## src/rtl/mem_crypt_bridge.sv

```systemverilog
// XOR-keystream crypto bridge between the core memory port and main_memory.
// Optional macro PLAIN_WINDOW_EN: upper address half bypasses crypto.
module mem_crypt_bridge #(
  parameter int          ADDRESS_BITS = 12,
  parameter int          MSG_BITS     = 3,
  parameter logic [31:0] KEY_RESET    = 32'hA5C3_0F1E
) (
  input  logic                  clock,
  input  logic                  reset,
  input  logic [MSG_BITS-1:0]   in_msg,
  input  logic [ADDRESS_BITS:0] in_address,
  input  logic [31:0]           in_data,
  output logic [MSG_BITS-1:0]   out_msg,
  output logic [ADDRESS_BITS:0] out_address,
  output logic [31:0]           out_data,
  output logic [MSG_BITS-1:0]   mem_msg_out,
  output logic [ADDRESS_BITS:0] mem_address_out,
  output logic [31:0]           mem_data_out,
  input  logic [MSG_BITS-1:0]   mem_msg_in,
  input  logic [ADDRESS_BITS:0] mem_address_in,
  input  logic [31:0]           mem_data_in,
  input  logic                  key_load,
  input  logic [31:0]           key_data,
  output logic                  busy
);

  localparam int AW = ADDRESS_BITS + 1;

  localparam logic [1:0] IDLE  = 2'd0;
  localparam logic [1:0] ISSUE = 2'd1;
  localparam logic [1:0] RESP  = 2'd2;

  localparam logic [MSG_BITS-1:0] WB_REQ   = MSG_BITS'(1);
  localparam logic [MSG_BITS-1:0] R_REQ    = MSG_BITS'(2);
  localparam logic [MSG_BITS-1:0] MEM_SENT = MSG_BITS'(2);

  logic [1:0]          state;
  logic [MSG_BITS-1:0] req_msg;
  logic [AW-1:0]       req_addr;
  logic [31:0]         req_data;
  logic [31:0]         key;
  logic [31:0]         pend_key;
  logic                pend_v;
  logic [31:0]         key_eff;

  function automatic logic [31:0] ks(
    input logic [31:0]   k,
    input logic [AW-1:0] a
  );
    logic [63:0] r;
    r  = {k, k} << a[4:0];
    ks = k ^ r[63:32] ^ {{(32-AW){1'b0}}, a};
`ifdef PLAIN_WINDOW_EN
    if (a[ADDRESS_BITS]) ks = '0;
`else
`endif
  endfunction

  // A load in IDLE takes effect for a request sampled on the same edge
  assign key_eff = key_load ? key_data : key;

  assign busy            = (state != IDLE);
  assign mem_msg_out     = (state == ISSUE) ? req_msg  : '0;
  assign mem_address_out = (state == ISSUE) ? req_addr : '0;
  assign mem_data_out    = (state == ISSUE) ? req_data : '0;

  always_ff @(posedge clock or negedge reset) begin
    if (!reset) begin
      state       <= IDLE;
      req_msg     <= '0;
      req_addr    <= '0;
      req_data    <= '0;
      key         <= KEY_RESET;
      pend_key    <= '0;
      pend_v      <= 1'b0;
      out_msg     <= '0;
      out_address <= '0;
      out_data    <= '0;
    end else begin
      case (state)
        IDLE: begin
          key    <= key_eff;
          pend_v <= 1'b0;
          if (in_msg != '0) begin
            req_msg  <= in_msg;
            req_addr <= in_address;
            req_data <= (in_msg == WB_REQ)
                      ? in_data ^ ks(key_eff, in_address)
                      : in_data;
            state    <= ISSUE;
          end
        end
        ISSUE: begin
          if (key_load) begin
            pend_key <= key_data;
            pend_v   <= 1'b1;
          end
          if (mem_msg_in != '0) begin
            out_msg     <= mem_msg_in;
            out_address <= mem_address_in;
            out_data    <= (mem_msg_in == MEM_SENT && req_msg == R_REQ)
                         ? mem_data_in ^ ks(key, mem_address_in)
                         : mem_data_in;
            state       <= RESP;
          end
        end
        RESP: begin
          out_msg     <= '0;
          out_address <= '0;
          out_data    <= '0;
          state       <= IDLE;
          if (key_load)    key <= key_data;
          else if (pend_v) key <= pend_key;
          pend_v      <= 1'b0;
        end
        default: state <= IDLE;
      endcase
    end
  end

endmodule

```

## config.mk

```make
export PLATFORM = sky130hd
export DESIGN_NAME = mem_crypt_bridge
export DESIGN_NICKNAME = d
export VERILOG_FILES = /design/src/rtl/mem_crypt_bridge.sv
export SDC_FILE = /design/constraint.sdc
export NUM_CORES = 1
export LEC_CHECK = 0
export CAP_MARGIN = 30
export CORE_MARGIN = 1.5
export CORE_UTILIZATION = 35
export CTS_BUF_LIST = sky130_fd_sc_hd__clkbuf_8
export CTS_CLUSTER_SIZE = 12
export DETAILED_ROUTE_END_ITERATION = 6
export GPL_ROUTABILITY_DRIVEN = 0
export PLACE_DENSITY = 0.54
export SYNTH_ARGS = -nofsm -noshare
export SYNTH_HDL_FRONTEND = slang
export SYNTH_SLANG_ARGS = --single-unit
```

## constraint.sdc

```tcl
create_clock -name clock -period 3.6 [get_ports clock]
set_clock_uncertainty 0.2 [all_clocks]
set_input_delay 0.54 -clock clock [delete_from_list [all_inputs] [get_ports clock]]
set_output_delay 0.54 -clock clock [all_outputs]
set_load 0.02 [all_outputs]
```

* Word-level counts from Yosys, hierarchy flattened *
Cells that the tools add are included.

cells by class
  reductions and logical operators = 15
  bitwise gates (word level) = 6
  muxes and demuxes = 20
  eq/ne operators = 9
  shift operators = 2

operators with widths
  operator                                                         count
  32-bit 2-to-1 mux                                                7
  32-bit case mux with 2 select lines                              2
  64-bit by 5-bit left shift with 64-bit output                    2
  32-bit XOR                                                       4
  32-bit by 13-bit XOR with 32-bit output                          2
  13-bit 2-to-1 mux                                                2
  13-bit case mux with 2 select lines                              1
  2-bit AND reduction                                              6
  2-bit nonzero test                                               4
  3-bit by 2-bit == test with 1-bit output, second input constant  2
  3-bit 2-to-1 mux                                                 2
  3-bit case mux with 2 select lines                               1
  3-bit nonzero test                                               2
  2-bit 2-to-1 mux                                                 2
  2-bit != test, second input constant                             2
  2-bit case mux with 2 select lines                               1
  3-bit by 1-bit == test with 1-bit output, second input constant  1
  3-bit != test, second input constant                             1
  2-bit by 1-bit == test with 1-bit output, second input constant  1
  2-bit == test, second input constant                             1
  2-bit zero test                                                  1
  2-bit by 1-bit != test with 1-bit output, second input constant  1
  1-bit case mux with 2 select lines                               1
  2-bit OR reduction                                               1
  other kinds (2)                                                  2

word-level totals
  logic and storage cells = 62
  bits in registers = 163
  output and inout bits = 97

* Depth between registers and ports, before layout *
Gate-level depths: netlist (run 1).

  depth in word-level cells = 7
  depth in mapped cells = 9
  mapped depth without buffers = 7

* Worst setup path before layout (run 1) *
OpenSTA, ideal clock, no wires.

  path type = input to register
  start point = input in_address[0]
  end point = register req_data[10]
  data arrival time = 2.821 ns
  data required time = 3.269 ns
  path buffers = 3
  setup slack = 0.448 ns
  stages on the path = 9
  path through = buf_2 buf_2 clkbuf_1 mux4_2 mux4_2 xor2_1 o22ai_1 xnor2_1 o21ai_1

between the ends
  word-level cells in the longest chain between the ends = 5

RTL lines
  item                                           line  RTL
  from (decl)                                    11    input logic [ADDRESS_BITS:0] in_address,
  64-bit by 5-bit left shift with 64-bit output  51    r = {k, k} << a[4:0];
  32-bit XOR                                     52    ks = k ^ r[63:32] ^ {{(32-AW){1'b0}}, a};
  32-bit by 13-bit XOR with 32-bit output        52
  32-bit XOR                                     88    ? in_data ^ ks(key_eff, in_address)
  32-bit 2-to-1 mux                              88
  to (signal assigned)                           87    req_data <= (in_msg == WB_REQ)
  to (decl)                                      40    logic [31:0] req_data;

Every way passes these cells.
A chain may end at the register's enable or synchronous reset.

* Worst setup path after layout (run 1) *
  start point = register state[0]
  end point = output mem_data_out[7]

between the ends
  word-level cells in the longest chain between the ends = 2

RTL lines
  item                                      line  RTL
  from (decl)                               37    logic [1:0] state;
  from (signal assigned)                    69    state <= IDLE;
  from (signal assigned)                    90    state <= ISSUE;
  from (signal assigned)                    104   state <= RESP;
  2-bit by 1-bit == test with 1-bit output  65    assign mem_data_out = (state == ISSUE) ? req_data : '0;
  32-bit 2-to-1 mux                         65
  to (decl)                                 18    output logic [31:0] mem_data_out,

Every way passes these cells.

==> metrics, run 1 <==
status finished with violations; violated checks DRC; MaxCap Viol Count 0; Hold EP req_addr[0]; I/O pin total 228; detailed placement HPWL 32800 um; Final min period 3340 ps; Core Box Area 35700 um^2; Root Buffer clkbuf_8; CTS Buf Count 17; critical path peak fanout 53; GR Util met3 4.55%; busiest layer in global routing met2; Mean Syn Cell Area 10.3 um^2; TritonCTS clock tree built; f_max 299 MHz; FF-to-FF setup slack 370 ps; pwr/cell area 804 nW/um^2; DRT iter0 DRCs 854; CP max stage delay 640 ps; worst reg2reg path depth 8; DRC violations left 14; placed cell area 15900 um^2; library cells used by synthesis 48; most frequent cells after synthesis nand2_1 (168), dfrtp_1 (147), mux4_2 (113), xnor2_1 (109), mux2i_1 (74); final hold violations 0; RR Startpoint key[28]; hold path cells 2; Final Cycle Share 92.9%; vias in the first global route 11.0k; Final WS setup 256 ps; Initial Util 35.6%; critical path required time 2860 ps; CP delay by family, top buffers and inverters; die height 193 um; min-delay worst type flop to flop; clk buf depth 2; Die Wd 193 um; antenna-violating nets left 0; post-layout util 45.8%; Reg clk slew, reported paths 90 ps; setup violators final 0; Area contributors post-synth dfrtp_1 (29%), mux4_2 (20%), xnor2_1 (7.5%); Layout Area Growth over Synthesis 28.7%; router iterations before antenna repair 7; Post-synth EDFFs 0; Nets 1595; setup TNS 0 ps; hold_sp req_addr[0]; first-pass GRT wire length 66500 um; Post-synth top flop dfrtp_1; fill count 3372; Yosys reg bits 163; share of post-route cells with drive strength above 1 20.4%; RSZ-0062 raised after global routing no; Max IR drop VDD 0.000360 V; CTS H-tree lvls 4; Place WS -111 ps; vias per cell 5.67; CP startpoint kind flop; Post-CTS Resized 0; die area 37400 um^2; Worst setup EP type primary output; gr usage total 23.0%; ys async rst share 100%; CP Class flop to primary output; Mapped Cells 1229; max-slew violations 0; I/O Buffers 227; post-synth top area cell dfrtp_1; P_leak 0.00636 uW; Yosys top cell area share 29.0%; Crit-path slowest cell clkdlybuf4s50_1; Syn Nets 1360; Post-Syn Area 12700 um^2; count leader, synth nand2_1; Layout Cells excl Fill 1938; Crit Reg-Reg Endpoint req_data[20]; initial antenna violation count 1; Routed WL per cell 22.1 um; pin count of the biggest net entering global routing 72; clock latency on the worst-skew pair 500 ps; Worst Tran Pin Value 902 ps; CP Buf/Inv Count 2; global route overflow 0; Rows 69; Seq/Total Area, Yosys 32.3%; met1 Use GR 32.7%; Finished Cell Area 16300 um^2; YS warnings 0; ant diodes 0; Placed Cells 1905; critical path data arrival time 2600 ps; Rel. slew slack 38.2%; final WL 42800 um; Vias 11.0k; CTS Sinks 163; critical-path cell list nor2b_4, buf_4, and2_1, clkdlybuf4s50_1; GR Layer Usage met2 35.9%
[power by group]
| group | internal, uW | total [uW] | switching, uW |
|---|---|---|---|
| registers | 2810 | 3740 | 927 |
| logic | 3720 | 7790 | 4080 |
| clock network | 806 | 1600 | 793 |
| total | 7340 | 13100 | 5800 |
[state kept, by name (all words and copies together), names as in the netlist]
register	count
out_data	32
req_addr	13
pend_v	1
state	2
out_msg	3
pend_key	32
req_data	32
req_msg	3
key	32
out_address	13
[placed cells by master (no fill, tap or decap), drive strengths merged, types with 7 or more instances in the layout]
cell type	Yosys	layout
a22oi	18	18
o211ai	7	7
a22o	16	16
mux2	38	38
o21ai	78	78
o22ai	72	72
clkbuf	69	19
buf	27	92
clkdlybuf4s50	0	219
a21oi	33	33
nand3	15	15
inv	6	12
xnor2	109	109
nor2	62	62
nand2	168	168
dfstp	16	16
mux2i	74	74
and2	55	55
dfrtp	147	147
nand2b	10	10
xor2	45	45
mux4	113	113
o311ai	7	7
[cells by family (layout without fill, tap and decap cells)]
| kind of cell | count (synthesis) | after routing | share of synthesized area, % |
|---|---|---|---|
| multiplexers | 225 | 225 | 29.3 |
| AO/OA/AOI/OAI | 250 | 250 | 12.4 |
| flip-flops | 163 | 163 | 32.3 |
| AND/OR/NAND/NOR | 335 | 335 | 11.9 |
| buffers and inverters | 102 | 350 | 3.42 |
| XOR/XNOR | 154 | 154 | 10.6 |
[tightest hold or removal path, delay by kind of cell, from the launching register on]
family	cells	cell delay, ps
flops	1	350
simple gates	2	100
[metrics by stage]
step	hold slack, ps	power [uW]
2_1_floorplan	44.4	8540
3_3_place_gp	252	11400
3_5_place_dp	254	11600
4_1_cts	262	13200
5_1_grt	295	14000
6_report	275	13100
[final cells by class]
type	instances	area, um^2	area share, %
multi-input combinational	964	8180	50.1
clock inverter	13	194	1.19
tap	461	577	3.53
inverter	6	22.5	0.138
clock buffer	19	262	1.60
timing repair buffer	312	2990	18.3
sequential	163	4100	25.1
[metal layers]
metal	part of all wire, %	wire length, um	vias up
li1	-	-	5014
met1	45	19400	5519
met2	46	19700	408
met3	6.8	2910	49
met4	1.7	736	2
met5	0.023	10	-
[repair_timing]
| action | in CTS | in global routing |
|---|---|---|
| hold buffers | 1 | 0 |
| endpoints found under the setup margin | 0 | 0 |
| endpoints found under the hold margin | 60 | 0 |
| setup buffers | 0 | 0 |
[worst max-delay path by stage]
stage | start | to | slack [ps] | cells after the start
floorplan | in_address[0] | req_data[10] | 450 | 9
global placement | key_data[14] | req_data[29] | -80 | 9
detailed placement | key_data[14] | req_data[5] | -110 | 9
CTS | state[0] | mem_data_out[7] | 140 | 4
global route | state[0] | mem_address_out[9] | 90 | 4
finish | state[0] | mem_data_out[7] | 260 | 4
Note: power is estimated with default switching activity, not from simulation.
==> inputs of run 2 (changes only) <==
--- a/config.mk
+++ b/config.mk
@@ -13,6 +13,7 @@
 export DETAILED_ROUTE_END_ITERATION = 6
 export GPL_ROUTABILITY_DRIVEN = 0
 export PLACE_DENSITY = 0.54
+export REMOVE_ABC_BUFFERS = 1
 export SYNTH_ARGS = -nofsm -noshare
 export SYNTH_HDL_FRONTEND = slang
 export SYNTH_SLANG_ARGS = --single-unit
==> metrics, run 2 (same netlist as run 1, synthesis figures left out) <==
gr usage total 22.6%; CTS Sinks 163; Worst Tran Pin Value 905 ps; f_max 310 MHz; critical path peak fanout 8; detailed placement HPWL 31700 um; I/O pin total 228; FF-to-FF setup slack 380 ps; initial antenna violation count 1; status finished with violations; Post-CTS Setup Inserts 0; setup violators final 0; share of post-route cells with drive strength above 1 21.3%; critical path data arrival time 3400 ps; Vias 11.1k; final WL 42200 um; global route overflow 0; Rows 69; RSZ-0062 raised after global routing no; commonest cells after routing, fill and taps aside clkdlybuf4s50_1 (219), nand2_1 (168), dfrtp_1 (147), mux4_2 (113), xnor2_1 (109); vias in the first global route 11.1k; hold path cells 2; Core Box Area 35700 um^2; final hold violations 0; Nets 1610; flip-flop and latch area 4100 um^2; clk buf depth 2; vias per cell 5.69; DRT iter0 DRCs 703; router iterations before antenna repair 7; Place WS -49.8 ps; CP startpoint kind flop; Final WS setup 377 ps; most common cell after layout, fill and taps aside clkdlybuf4s50_1; clock latency on the worst-skew pair 520 ps; Rel. slew slack 39.6%; TritonCTS clock tree built; P_leak 0.00639 uW; CTS H-tree lvls 4; die height 193 um; Root Buffer clkbuf_8; fill count 3357; max-slew violations 0; pwr/cell area 790 nW/um^2; Initial Util 35.6%; worst reg2reg path depth 7; MaxCap Viol Count 0; I/O Buffers 227; Die Wd 193 um; setup TNS 0 ps; area occupied by multi-input gates 8180 um^2; first-pass GRT wire length 65700 um; Final min period 3220 ps; Worst setup EP type flop; ant diodes 0; critical path required time 3780 ps; die area 37400 um^2; Max IR drop VDD 0.000332 V; CP Class flop to flop; min-delay worst type flop to flop; DRC violations left 18; violated checks DRC; Layout Area Growth over Synthesis 29.1%; pin count of the biggest net entering global routing 80; antenna-violating nets left 0; Reg clk slew, reported paths 100 ps; Routed WL per cell 21.6 um; CTS Buf Count 17; Final Cycle Share 89.5%
[run 2: changes by cell type in the layout (fill, tap and decap cells not counted)]
cell	previous run	this run
buf_4	75	91
inv_6	3	7
bufinv_16	4	1
clkbuf_8	19	17
buf_12	9	8
clkinv_2	1	0
clkinv_4	1	2
clkinv_8	0	1
clkinvlp_4	1	2
inv_1	5	4
[run 2: timing repair]
| action | CTS | global route |
|---|---|---|
| hold endpoints to repair | 46 | 0 |
| hold buffers | 1 | 0 |
| resized for setup | 0 | 0 |
[run 2: worst paths after layout]
check                            start           end
setup / recovery               key[24]   req_data[4]
hold / removal             req_addr[4]   req_addr[4]
setup reg to reg               key[24]   req_data[4]
hold reg to reg            req_addr[4]   req_addr[4]
max in group asynchronous        reset       key[23]
min in group asynchronous        reset  out_data[23]
[run 2: area by class of cell]
cell class	count	share of cell area (%)
flip-flops and latches	163	25.0
repair buffers	327	18.9
inverters	6	0.138
clock inverters	15	0.994
multi-input cells	964	50.0
well taps	461	3.52
clock buffers	17	1.43
[run 2: layer usage]
metal	vias to the layer above	routed length, um	track usage [%]
met5	-	12	0
met4	2	677	6.65
met3	42	2940	4.45
met2	436	20100	36.7
met1	5587	18400	30.7
li1	5036	-	-
[run 2: worst max-delay path, cell delays in order (launching register included)]
cell	delay, ps
dfstp_2	670
mux2i_1	290
mux4_2	610
a22o_1	300
or4_1	510
a32oi_1	280
xor2_1	170
o21ai_1	70
[run 2: report_power, final]
| part | internal, uW | total, uW | switching (uW) |
|---|---|---|---|
| sequential | 2810 | 3720 | 909 |
| clock | 577 | 1410 | 837 |
| combinational | 3790 | 7800 | 4000 |
| total | 7180 | 12900 | 5750 |
[run 2: per-stage QoR]
stage	instance area, um^2	instances	hold slack (ps)	power [uW]	util [%]
4_1_cts	16400	1953	239	13000	45.9
5_1_grt	16400	1953	309	13800	45.9
2_1_floorplan	12300	1133	44.4	8390	-
3_3_place_gp	16000	1920	253	11400	44.8
3_5_place_dp	16000	1920	255	11500	44.8
6_report	16400	1953	273	12900	45.9
